--- config.mk ---
export PLATFORM = sky130hd
export DESIGN_NAME = sc_regbank_arbiter
export DESIGN_NICKNAME = d
export VERILOG_FILES = /design/src/rtl/sc_regbank_pkg.sv /design/src/rtl/sc_regbank_decoder.sv /design/src/rtl/sc_regbank_arbiter.sv
export SDC_FILE = /design/constraint.sdc
export NUM_CORES = 1
export LEC_CHECK = 0
export CAP_MARGIN = 40
export CORE_MARGIN = 2
export CORE_UTILIZATION = 29
export DETAILED_ROUTE_END_ITERATION = 10
export PLACE_DENSITY_LB_ADDON = 0.1
export SLEW_MARGIN = 10
export SYNTH_ARGS = -nofsm -noshare
export SYNTH_HDL_FRONTEND = slang
export SYNTH_SLANG_ARGS = --single-unit
--- constraint.sdc ---
create_clock -name SC_REGGENERAL_CLOCK_50 -period 2 [get_ports SC_REGGENERAL_CLOCK_50]
set_input_delay 0.3 -clock SC_REGGENERAL_CLOCK_50 [delete_from_list [all_inputs] [get_ports SC_REGGENERAL_CLOCK_50]]
set_output_delay 0.3 -clock SC_REGGENERAL_CLOCK_50 [all_outputs]
set_load 0.02 [all_outputs]
--- src/rtl/sc_regbank_pkg.sv ---
// Shared types and default widths for the SC_REGGENERAL bank write-port controller.
package sc_regbank_pkg;

  localparam int DEF_DATAWIDTH = 8;
  localparam int DEF_NREGS     = 8;
  localparam int DEF_ADDRWIDTH = 3;

  typedef enum logic [1:0] {
    IDLE  = 2'd0,
    GNT_A = 2'd1,
    GNT_B = 2'd2,
    CLR   = 2'd3
  } state_t;

  typedef enum logic {
    REQ_A = 1'b0,
    REQ_B = 1'b1
  } req_sel_t;

endpackage

--- src/rtl/sc_regbank_decoder.sv ---
// Register index to active-low one-hot strobe vector; indices >= NREGS select nothing.
module sc_regbank_decoder #(
  parameter int NREGS     = 8,
  parameter int ADDRWIDTH = 3
) (
  input  logic                 en,
  input  logic [ADDRWIDTH-1:0] idx,
  output logic [NREGS-1:0]     vec_n
);

  // Drive the single selected bit low when enabled.
  always_comb begin
    // NOTE: every output bit gets a default before the conditional writes, so no latch is inferred.
    vec_n = '1;
    for (int i = 0; i < NREGS; i++) begin
      if (en && (int'(idx) == i)) vec_n[i] = 1'b0;
    end
  end

endmodule

--- src/rtl/sc_regbank_arbiter.sv ---
// Write-port controller: round-robin arbitration of two requesters onto the register
// bank plus a bank-wide clear sweep. All outputs come straight from flops.
module sc_regbank_arbiter
  import sc_regbank_pkg::*;
#(
  parameter int DATAWIDTH = DEF_DATAWIDTH,
  parameter int NREGS     = DEF_NREGS,
  parameter int ADDRWIDTH = DEF_ADDRWIDTH
) (
  input  logic                 SC_REGGENERAL_CLOCK_50,
  input  logic                 SC_REGGENERAL_RESET_InLow,
  input  logic                 reqA_req,
  input  logic [ADDRWIDTH-1:0] reqA_addr,
  input  logic [DATAWIDTH-1:0] reqA_data,
  output logic                 reqA_ack,
  input  logic                 reqB_req,
  input  logic [ADDRWIDTH-1:0] reqB_addr,
  input  logic [DATAWIDTH-1:0] reqB_data,
  output logic                 reqB_ack,
  input  logic                 clrAll_start,
  output logic                 clrAll_busy,
  output logic [NREGS-1:0]     bank_load_InLow,
  output logic [NREGS-1:0]     bank_clear_InLow,
  output logic [DATAWIDTH-1:0] bank_data_OutBUS
);

  localparam logic [ADDRWIDTH-1:0] LAST_IDX = ADDRWIDTH'(NREGS - 1);

  state_t                 state_q, state_d;
  req_sel_t               ptr_q, ptr_d;
  logic [ADDRWIDTH-1:0]   cnt_q, cnt_d;
  logic [DATAWIDTH-1:0]   data_q, data_d;
  logic [NREGS-1:0]       load_q, load_d;
  logic [NREGS-1:0]       clear_q, clear_d;
  logic                   ack_a_q, ack_a_d;
  logic                   ack_b_q, ack_b_d;
  logic                   busy_q, busy_d;

  logic                   ld_en, clr_en;
  logic [ADDRWIDTH-1:0]   ld_idx, clr_idx;
  req_sel_t               gsel;
  logic                   grant;

  // Strobe decoders: the grant address and the sweep index are decoded one cycle
  // ahead and registered, so the strobes leave the block glitch-free.
  sc_regbank_decoder #(.NREGS(NREGS), .ADDRWIDTH(ADDRWIDTH)) u_load_dec (
    .en    (ld_en),
    .idx   (ld_idx),
    .vec_n (load_d)
  );

  sc_regbank_decoder #(.NREGS(NREGS), .ADDRWIDTH(ADDRWIDTH)) u_clear_dec (
    .en    (clr_en),
    .idx   (clr_idx),
    .vec_n (clear_d)
  );

  // Requester selection: round-robin pointer breaks ties, otherwise the lone requester wins.
  always_comb begin
    grant = reqA_req | reqB_req;
    if (reqA_req && reqB_req) gsel = ptr_q;
    else if (reqA_req)        gsel = REQ_A;
    else                      gsel = REQ_B;
  end

  // Next-state and next-output logic for the arbitration / sweep FSM.
  always_comb begin
    state_d = state_q;
    ptr_d   = ptr_q;
    cnt_d   = cnt_q;
    data_d  = data_q;
    ack_a_d = 1'b0;
    ack_b_d = 1'b0;
    busy_d  = 1'b0;
    ld_en   = 1'b0;
    ld_idx  = (gsel == REQ_A) ? reqA_addr : reqB_addr;
    clr_en  = 1'b0;
    clr_idx = cnt_q;

    unique case (state_q)
      IDLE: begin
        if (clrAll_start) begin
          state_d = CLR;
          cnt_d   = '0;
          clr_en  = 1'b1;
          clr_idx = '0;
          busy_d  = 1'b1;
        end else if (grant) begin
          // Address and data are captured here, into the strobe and bus flops.
          state_d = (gsel == REQ_A) ? GNT_A : GNT_B;
          ld_en   = 1'b1;
          data_d  = (gsel == REQ_A) ? reqA_data : reqB_data;
          ack_a_d = (gsel == REQ_A);
          ack_b_d = (gsel == REQ_B);
        end
      end
      GNT_A: begin
        state_d = IDLE;
        ptr_d   = REQ_B;
      end
      GNT_B: begin
        state_d = IDLE;
        ptr_d   = REQ_A;
      end
      CLR: begin
        if (cnt_q == LAST_IDX) begin
          state_d = IDLE;
        end else begin
          cnt_d   = cnt_q + ADDRWIDTH'(1);
          clr_en  = 1'b1;
          clr_idx = cnt_q + ADDRWIDTH'(1);
          busy_d  = 1'b1;
        end
      end
      default: state_d = IDLE;
    endcase
  end

  // State, pointer, sweep counter and registered outputs.
  always_ff @(posedge SC_REGGENERAL_CLOCK_50 or negedge SC_REGGENERAL_RESET_InLow) begin
    if (!SC_REGGENERAL_RESET_InLow) begin
      state_q <= IDLE;
      ptr_q   <= REQ_A;
      cnt_q   <= '0;
      data_q  <= '0;
      load_q  <= '1;
      clear_q <= '1;
      ack_a_q <= 1'b0;
      ack_b_q <= 1'b0;
      busy_q  <= 1'b0;
    end else begin
      // NOTE: non-blocking assignments so every flop samples pre-edge values.
      state_q <= state_d;
      ptr_q   <= ptr_d;
      cnt_q   <= cnt_d;
      data_q  <= data_d;
      load_q  <= load_d;
      clear_q <= clear_d;
      ack_a_q <= ack_a_d;
      ack_b_q <= ack_b_d;
      busy_q  <= busy_d;
    end
  end

  assign reqA_ack         = ack_a_q;
  assign reqB_ack         = ack_b_q;
  assign clrAll_busy      = busy_q;
  assign bank_load_InLow  = load_q;
  assign bank_clear_InLow = clear_q;
  assign bank_data_OutBUS = data_q;

endmodule

==> results of run 1 <==
-- flip-flops by register name, indices dropped and copies added, names as in the netlist --
register	flops
bank_load_InLow	8
reqA_ack	1
state_q	2
bank_clear_InLow	8
bank_data_OutBUS	8
cnt_q	3
clrAll_busy	1
ptr_q	1
reqB_ack	1
-- power by group through the flow --
stage | clock network (W) | logic [W] | registers (W)
after floorplan | 0 | 0.000562 | 0.00104
after global placement | 0 | 0.00112 | 0.000913
after detailed placement | 0 | 0.00113 | 0.000923
after CTS | 0.000536 | 0.00113 | 0.000913
after global routing | 0.000572 | 0.00123 | 0.000930
final | 0.000513 | 0.00112 | 0.000909
-- final cells by class --
type	count	area (um2)	area share [%]
flip-flops and latches	33	846	37.1
multi-input cells	102	651	28.5
inverters	4	15.0	0.659
repair buffers	61	591	25.9
clock buffers	8	90.1	3.95
well taps	70	87.6	3.84
-- cell usage in the layout, fill, tap and decap left out --
master	instances
o21ai_2	1
nor2_1	9
dfstp_2	16
clkbuf_1	2
nor3_1	6
clkbuf_8	6
a31oi_1	2
and2b_1	1
o21ai_1	3
o21ai_0	9
nand2_1	19
nand3b_1	2
o31ai_2	1
a21boi_4	1
a21bo_2	1
nor2b_1	8
nand2b_1	2
dfrtp_1	17
clkdlybuf4s50_1	53
mux2i_1	11
ha_1	4
buf_4	8
nand3_1	6
and3_1	1
mux2_2	1
inv_1	4
o211ai_1	2
or3_1	1
a21oi_1	8
nor4_4	1
and2_1	1
o2111a_1	1
-- per-stage QoR --
stage	worst slack, ns	cells	util, %
final	0.243	278	44.6
after global routing	0.0276	278	44.6
after CTS	0.248	278	44.6
after detailed placement	0.192	270	42.9
after global placement	0.218	270	42.9
after floorplan	0.372	143	-
-- cells by family (layout without fill, tap and decap cells) --
family	count (synthesis)	count (layout)	synth area share, %
buffers and inverters	8	73	2.61
adder cells (fa/ha/maj)	4	4	3.26
multiplexers	12	12	7.90
AND/OR/NAND/NOR	57	57	18.9
flip-flops	33	33	55.0
AO/OA/AOI/OAI	29	29	12.3
-- routing by layer --
metal | part of all wire, % | global-route usage, % | up-vias
met1 | 44 | 16.0 | 566
met3 | 8.5 | 4.82 | 5
met5 | 0 | 0 | -
li1 | - | - | 623
met4 | 1.3 | 5.45 | 0
met2 | 46 | 19.5 | 46
-- path summary, 6_finish.rpt --
check,end,startpoint,cells past startpoint
max in group asynchronous,bank_load_InLow[4],SC_REGGENERAL_RESET_InLow,2
max reg2reg,bank_clear_InLow[4],state_q[0],6
min reg2reg,bank_data_OutBUS[0],bank_data_OutBUS[0],2
min,clrAll_busy,SC_REGGENERAL_RESET_InLow,2
min in group SC_REGGENERAL_CLOCK_50,bank_data_OutBUS[0],bank_data_OutBUS[0],2
max,bank_clear_InLow[4],state_q[0],6
-- worst max-delay path: cells and delay by family (launching register included) --
| family | cells | cell delay [ns] |
|---|---|---|
| and+or+nand+nor | 1 | 0.27 |
| AOI/OAI and AO/OA | 3 | 0.59 |
| DFF | 1 | 0.40 |
| adders and majority gates | 1 | 0.31 |
| buffers and inverters | 1 | 0.08 |
==> results.txt, run 1 <==
status: completed
element type at the critical path start: flop
Psw: 0.000918 W
H-tree levels: 2
period utilization: 87.8%
Boundary Pins: 54
Synth Register Bits: 33
P per Cell Area: 1110 nW/um2
final hold vios: 0
final instance area: 2280 um2
Routed WL per cell: 12.2 um
initial antenna violation count: 0
clock slew seen by the registers of the worst setup and hold paths: 0.07 ns
CP max-delay cell: dfrtp_1
Slew Limit Fails: 0
DRC: 0
cell taking the most area after synthesis: dfrtp_1
EDFF count, synth: 0
layout net count: 238
post-synth top area share: 27.7%
via-per-instance ratio: 4.46
final WL: 3380 um
chip height: 76.8 um
Post-synth ARST share: 100%
Final setup viols: 0
Max Fclk: 0.569 GHz
Switching Fraction: 36.2%
die width: 76.8 um
crit path capture type: flop
Period minus WS final: 1.76 ns
n_diodes: 0
Core Box Area: 5110 um2
hold_buf cts: 0
dominant cells by area after synthesis: dfrtp_1 (28%), dfstp_2 (27%), mux2i_1 (7.2%)
clk sink count: 33
postcts setup bufs: 0
Max rail drop VDD: 0.000471 V
DPL Wire Length: 2560 um
hold slack final: 0.408 ns
final setup TNS: 0 ns
post-CTS sizing: 0
Seq/Total Area, Yosys: 55.0%
largest net degree at the start of global routing: 34
clk_skew: 0.00727 ns
FP Rows: 26
port bufs: 53
share of cells above drive strength 1: 17.3%
clock group share of total power: 20.2%
actual slew at the worst max-slew pin: 0.402 ns
Synth cell types: 31
root buffer selected by CTS: clkbuf_8
GR Overflow Total: 0
Initial DRC Count: 35
CTS max path bufs: 2
Pre-Repair DR Iteration Count: 4
global-route total usage across every layer: 12.7%
Area after DPL: 2190 um2
Antenna Nets Post-Route: 0
Syn Inst Count: 143
reg-to-reg slack, setup: 0.24 ns
Post-Syn Nets: 174
RSZ-0062 raised after global routing: false
synth cell count leaders: nand2_1 (19), dfrtp_1 (17), dfstp_2 (16)
crit path max fanout: 5
Num CTS Buffers: 5
Clock Latency Late Sink: 0.28 ns
Combinational Power Share: 44.0%
warnings from Yosys: 0
synthesized area: 1540 um2
vias in the first global route: 1,249
Initial Utilization: 30.1%
sequential power share: 35.8%
GPL Wtd Cong: 0.796
CP Class: flop to flop
first-pass GRT wire length: 5980 um
average size of a mapped cell: 10.7 um2
CTS tree: yes
total internal power: 0.00162 W
Area growth syn-to-layout: 48.4%
crit path DAT: 1.95 ns
Max transition margin: 73.1%
die area: 5900 um2
crit-path cells: inv_1, ha_1, and2b_1, o21ai_0, a31oi_1, o211ai_1
Vias: 1,240
Worst EP required: 2.19 ns
Hold Crit Class: input port to asynchronous set/reset pin
most common cell in the netlist: nand2_1
fill cell count: 513
static leakage power: 0.935 nW
Power Total: 0.00254 W
Top FF cell, synth: dfrtp_1
Max Cap Violations: 0
Slowest Stage Delay on Critical Path: 0.40 ns
Note: power is estimated with default switching activity, not from simulation.
==> inputs of run 2 (changes only) <==
--- a/config.mk
+++ b/config.mk
@@ -10,7 +10,9 @@
 export CORE_UTILIZATION = 29
 export DETAILED_ROUTE_END_ITERATION = 10
 export PLACE_DENSITY_LB_ADDON = 0.1
+export RECOVER_POWER = 100
 export SLEW_MARGIN = 10
 export SYNTH_ARGS = -nofsm -noshare
 export SYNTH_HDL_FRONTEND = slang
 export SYNTH_SLANG_ARGS = --single-unit
+export TNS_END_PERCENT = 100
==> run 2 against run 1 <==
Net effect:
- global-route usage unchanged
- final cell count stayed put
- register-to-register slack got worse by 0.05 ns
- worst setup slack worse by 0.046 ns
- non-clock buffer count did not move
- largest power group unchanged
==> results.txt, run 2 (same netlist as run 1, synthesis figures left out) <==
final core utilization: 44.2% (was 44.6%)
Switching Fraction: 36.7% (was 36.2%)
critical path endpoint: bank_clear_InLow[5] (was bank_clear_InLow[4])
element type at the critical path start: flop (unchanged)
first-pass GRT wire length: 5980 um (unchanged)
Period minus WS final: 1.80 ns (was 1.76 ns)
clock group share of total power: 20.9% (was 20.2%)
CTS max path bufs: 2 (unchanged)
sequential power share: 36.9% (was 35.8%)
Worst R2R End: bank_clear_InLow[5] (was bank_clear_InLow[4])
Hold Crit Class: flop to flop (was input port to asynchronous set/reset pin)
Slew Limit Fails: 0 (unchanged)
most common cell after layout, fill and taps aside: dlygate4sd3_1 (was clkdlybuf4s50_1)
CP Class: flop to flop (unchanged)
hold_buf cts: 0 (unchanged)
Max Cap Violations: 0 (unchanged)
vias in the first global route: 1,249 (unchanged)
Routed WL per cell: 12.2 um (about the same)
Max Fclk: 0.555 GHz (was 0.569 GHz)
GR Overflow Total: 0 (unchanged)
crit path capture type: flop (unchanged)
Clock Latency Late Sink: 0.28 ns (about the same)
via-per-instance ratio: 4.45 (was 4.46)
postcts setup bufs: 0 (unchanged)
final hold vios: 0 (unchanged)
Num CTS Buffers: 5 (unchanged)
reg-to-reg slack, setup: 0.20 ns (was 0.24 ns)
CTS tree: yes (unchanged)
Vias: 1,237 (was 1,240)
DPL Wire Length: 2560 um (unchanged)
Global Route met3 Usage: 4.82% (unchanged)
root buffer selected by CTS: clkbuf_8 (unchanged)
share of cells above drive strength 1: 15.4% (was 17.3%)
crit path max fanout: 6 (was 5)
CP Launch Point: state_q[0] (unchanged)
actual slew at the worst max-slew pin: 0.772 ns (was 0.402 ns)
crit path DAT: 2.02 ns (was 1.95 ns)
most frequent cells in the layout: dlygate4sd3_1 (28), clkdlybuf4s50_1 (25), nand2_1 (19) (was clkdlybuf4s50_1 (53), nand2_1 (19), dfrtp_1 (17))
RSZ-0062 raised after global routing: false (unchanged)
Combinational Power Share: 42.2% (was 44.0%)
post-CTS sizing: 0 (unchanged)
Max rail drop VDD: 0.000472 V (was 0.000471 V)
n_diodes: 0 (unchanged)
global-route total usage across every layer: 12.7% (unchanged)
Top Usage Layer GRT: met2 (unchanged)
GPL Wtd Cong: 0.796 (unchanged)
global-route met2 utilization: 19.5% (unchanged)
port bufs: 53 (unchanged)
Initial Utilization: 30.1% (unchanged)
Final setup viols: 0 (unchanged)
initial antenna violation count: 0 (unchanged)
multi-input logic area: 638 um2 (was 651 um2)
layout net count: 238 (unchanged)
Core Box Area: 5110 um2 (unchanged)
Boundary Pins: 54 (unchanged)
P per Cell Area: 1080 nW/um2 (was 1110 nW/um2)
Worst EP required: 2.22 ns (was 2.19 ns)
Power Total: 0.00245 W (was 0.00254 W)
Max transition margin: 48.6% (was 73.1%)
clock slew seen by the registers of the worst setup and hold paths: 0.07 ns (about the same)
status: completed (unchanged)
DRC: 0 (unchanged)
Antenna Nets Post-Route: 0 (unchanged)
Area growth syn-to-layout: 47.0% (was 48.4%)
Psw: 0.000899 W (was 0.000918 W)
final WL: 3380 um (about the same)
met1 Usage GRT: 16.0% (unchanged)
largest net degree at the start of global routing: 34 (unchanged)
die width: 76.8 um (unchanged)
clk sink count: 33 (unchanged)
final setup TNS: 0 ns (unchanged)
Pre-Repair DR Iteration Count: 4 (unchanged)
static leakage power: 0.901 nW (was 0.935 nW)
fill cell count: 517 (was 513)
die area: 5900 um2 (unchanged)
min setup slack post-route: 0.198 ns (was 0.243 ns)
Reg area: 846 um2 (unchanged)
pre-CTS WS: 0.192 ns (unchanged)
H-tree levels: 2 (unchanged)
R2R cell count: 7 (was 6)
Crit Reg-Reg Startpoint: state_q[0] (unchanged)
FP Rows: 26 (unchanged)
chip height: 76.8 um (unchanged)
Initial DRC Count: 37 (was 35)
total internal power: 0.00155 W (was 0.00162 W)
clk_skew: 0.00637 ns (was 0.00727 ns)
period utilization: 90.1% (was 87.8%)
run 2: cell types whose count changed in the layout (fill, tap and decap cells not counted), moves of 2 or more:
cell,delta
buf_4,-3
clkbuf_2,+2
o21ai_0,+4
o21ai_1,-3
dlygate4sd3_1,+28
clkdlybuf4s50_1,-28
run 2: cell type report:
cell class / count / area share, %
tap: 70 / 3.88
timing repair buffer: 61 / 25.8
clock buffer: 8 / 3.99
inverter: 4 / 0.665
sequential: 33 / 37.5
multi-input combinational: 102 / 28.3
run 2: metrics by stage:
| stage | std cells | cell area, um2 | hold WS (ns) |
|---|---|---|---|
| finish | 278 | 2260 | 0.474 |
| global route | 278 | 2260 | 0.501 |
| CTS | 278 | 2280 | 0.430 |
| detailed placement | 270 | 2190 | 0.472 |
| global placement | 270 | 2190 | 0.466 |
| floorplan | 143 | 1540 | 0.00441 |
run 2: how the worst min path moves through the flow:
| stage | start | slack [ns] | to | cells after the start |
|---|---|---|---|---|
| after CTS | SC_REGGENERAL_RESET_InLow | 0.43 | state_q[0] | 2 |
| final | bank_data_OutBUS[3] | 0.47 | bank_data_OutBUS[3] | 2 |
| after global placement | bank_data_OutBUS[5] | 0.47 | bank_data_OutBUS[5] | 2 |
| after detailed placement | bank_data_OutBUS[1] | 0.47 | bank_data_OutBUS[1] | 2 |
| after global routing | bank_data_OutBUS[1] | 0.50 | bank_data_OutBUS[1] | 2 |
| after floorplan | SC_REGGENERAL_RESET_InLow | 0.004 | bank_data_OutBUS[0] | 0 |
run 2: power by group through the flow:
stage / clock network, W / registers [W] / logic (W)
after global routing: 0.000572 / 0.000926 / 0.00115
after detailed placement: 0 / 0.000923 / 0.00113
after global placement: 0 / 0.000913 / 0.00112
final: 0.000511 / 0.000905 / 0.00103
after floorplan: 0 / 0.00104 / 0.000562
after CTS: 0.000536 / 0.000913 / 0.00113
run 2: layer usage:
layer	part of all wire, %	vias up	routed length, um
met5	0	-	0
met3	7.7	2	260
li1	-	621	-
met1	44	570	1500
met2	47	44	1590
met4	0.68	0	23
run 2: worst max-delay path, cell delays in order, from the launching register on:
cell	delay (ns)
dfrtp_1	0.40
inv_1	0.08
ha_1	0.23
nor2b_1	0.15
clkbuf_1	0.18
nor4_2	0.48
nor2b_1	0.12
nand3_1	0.10
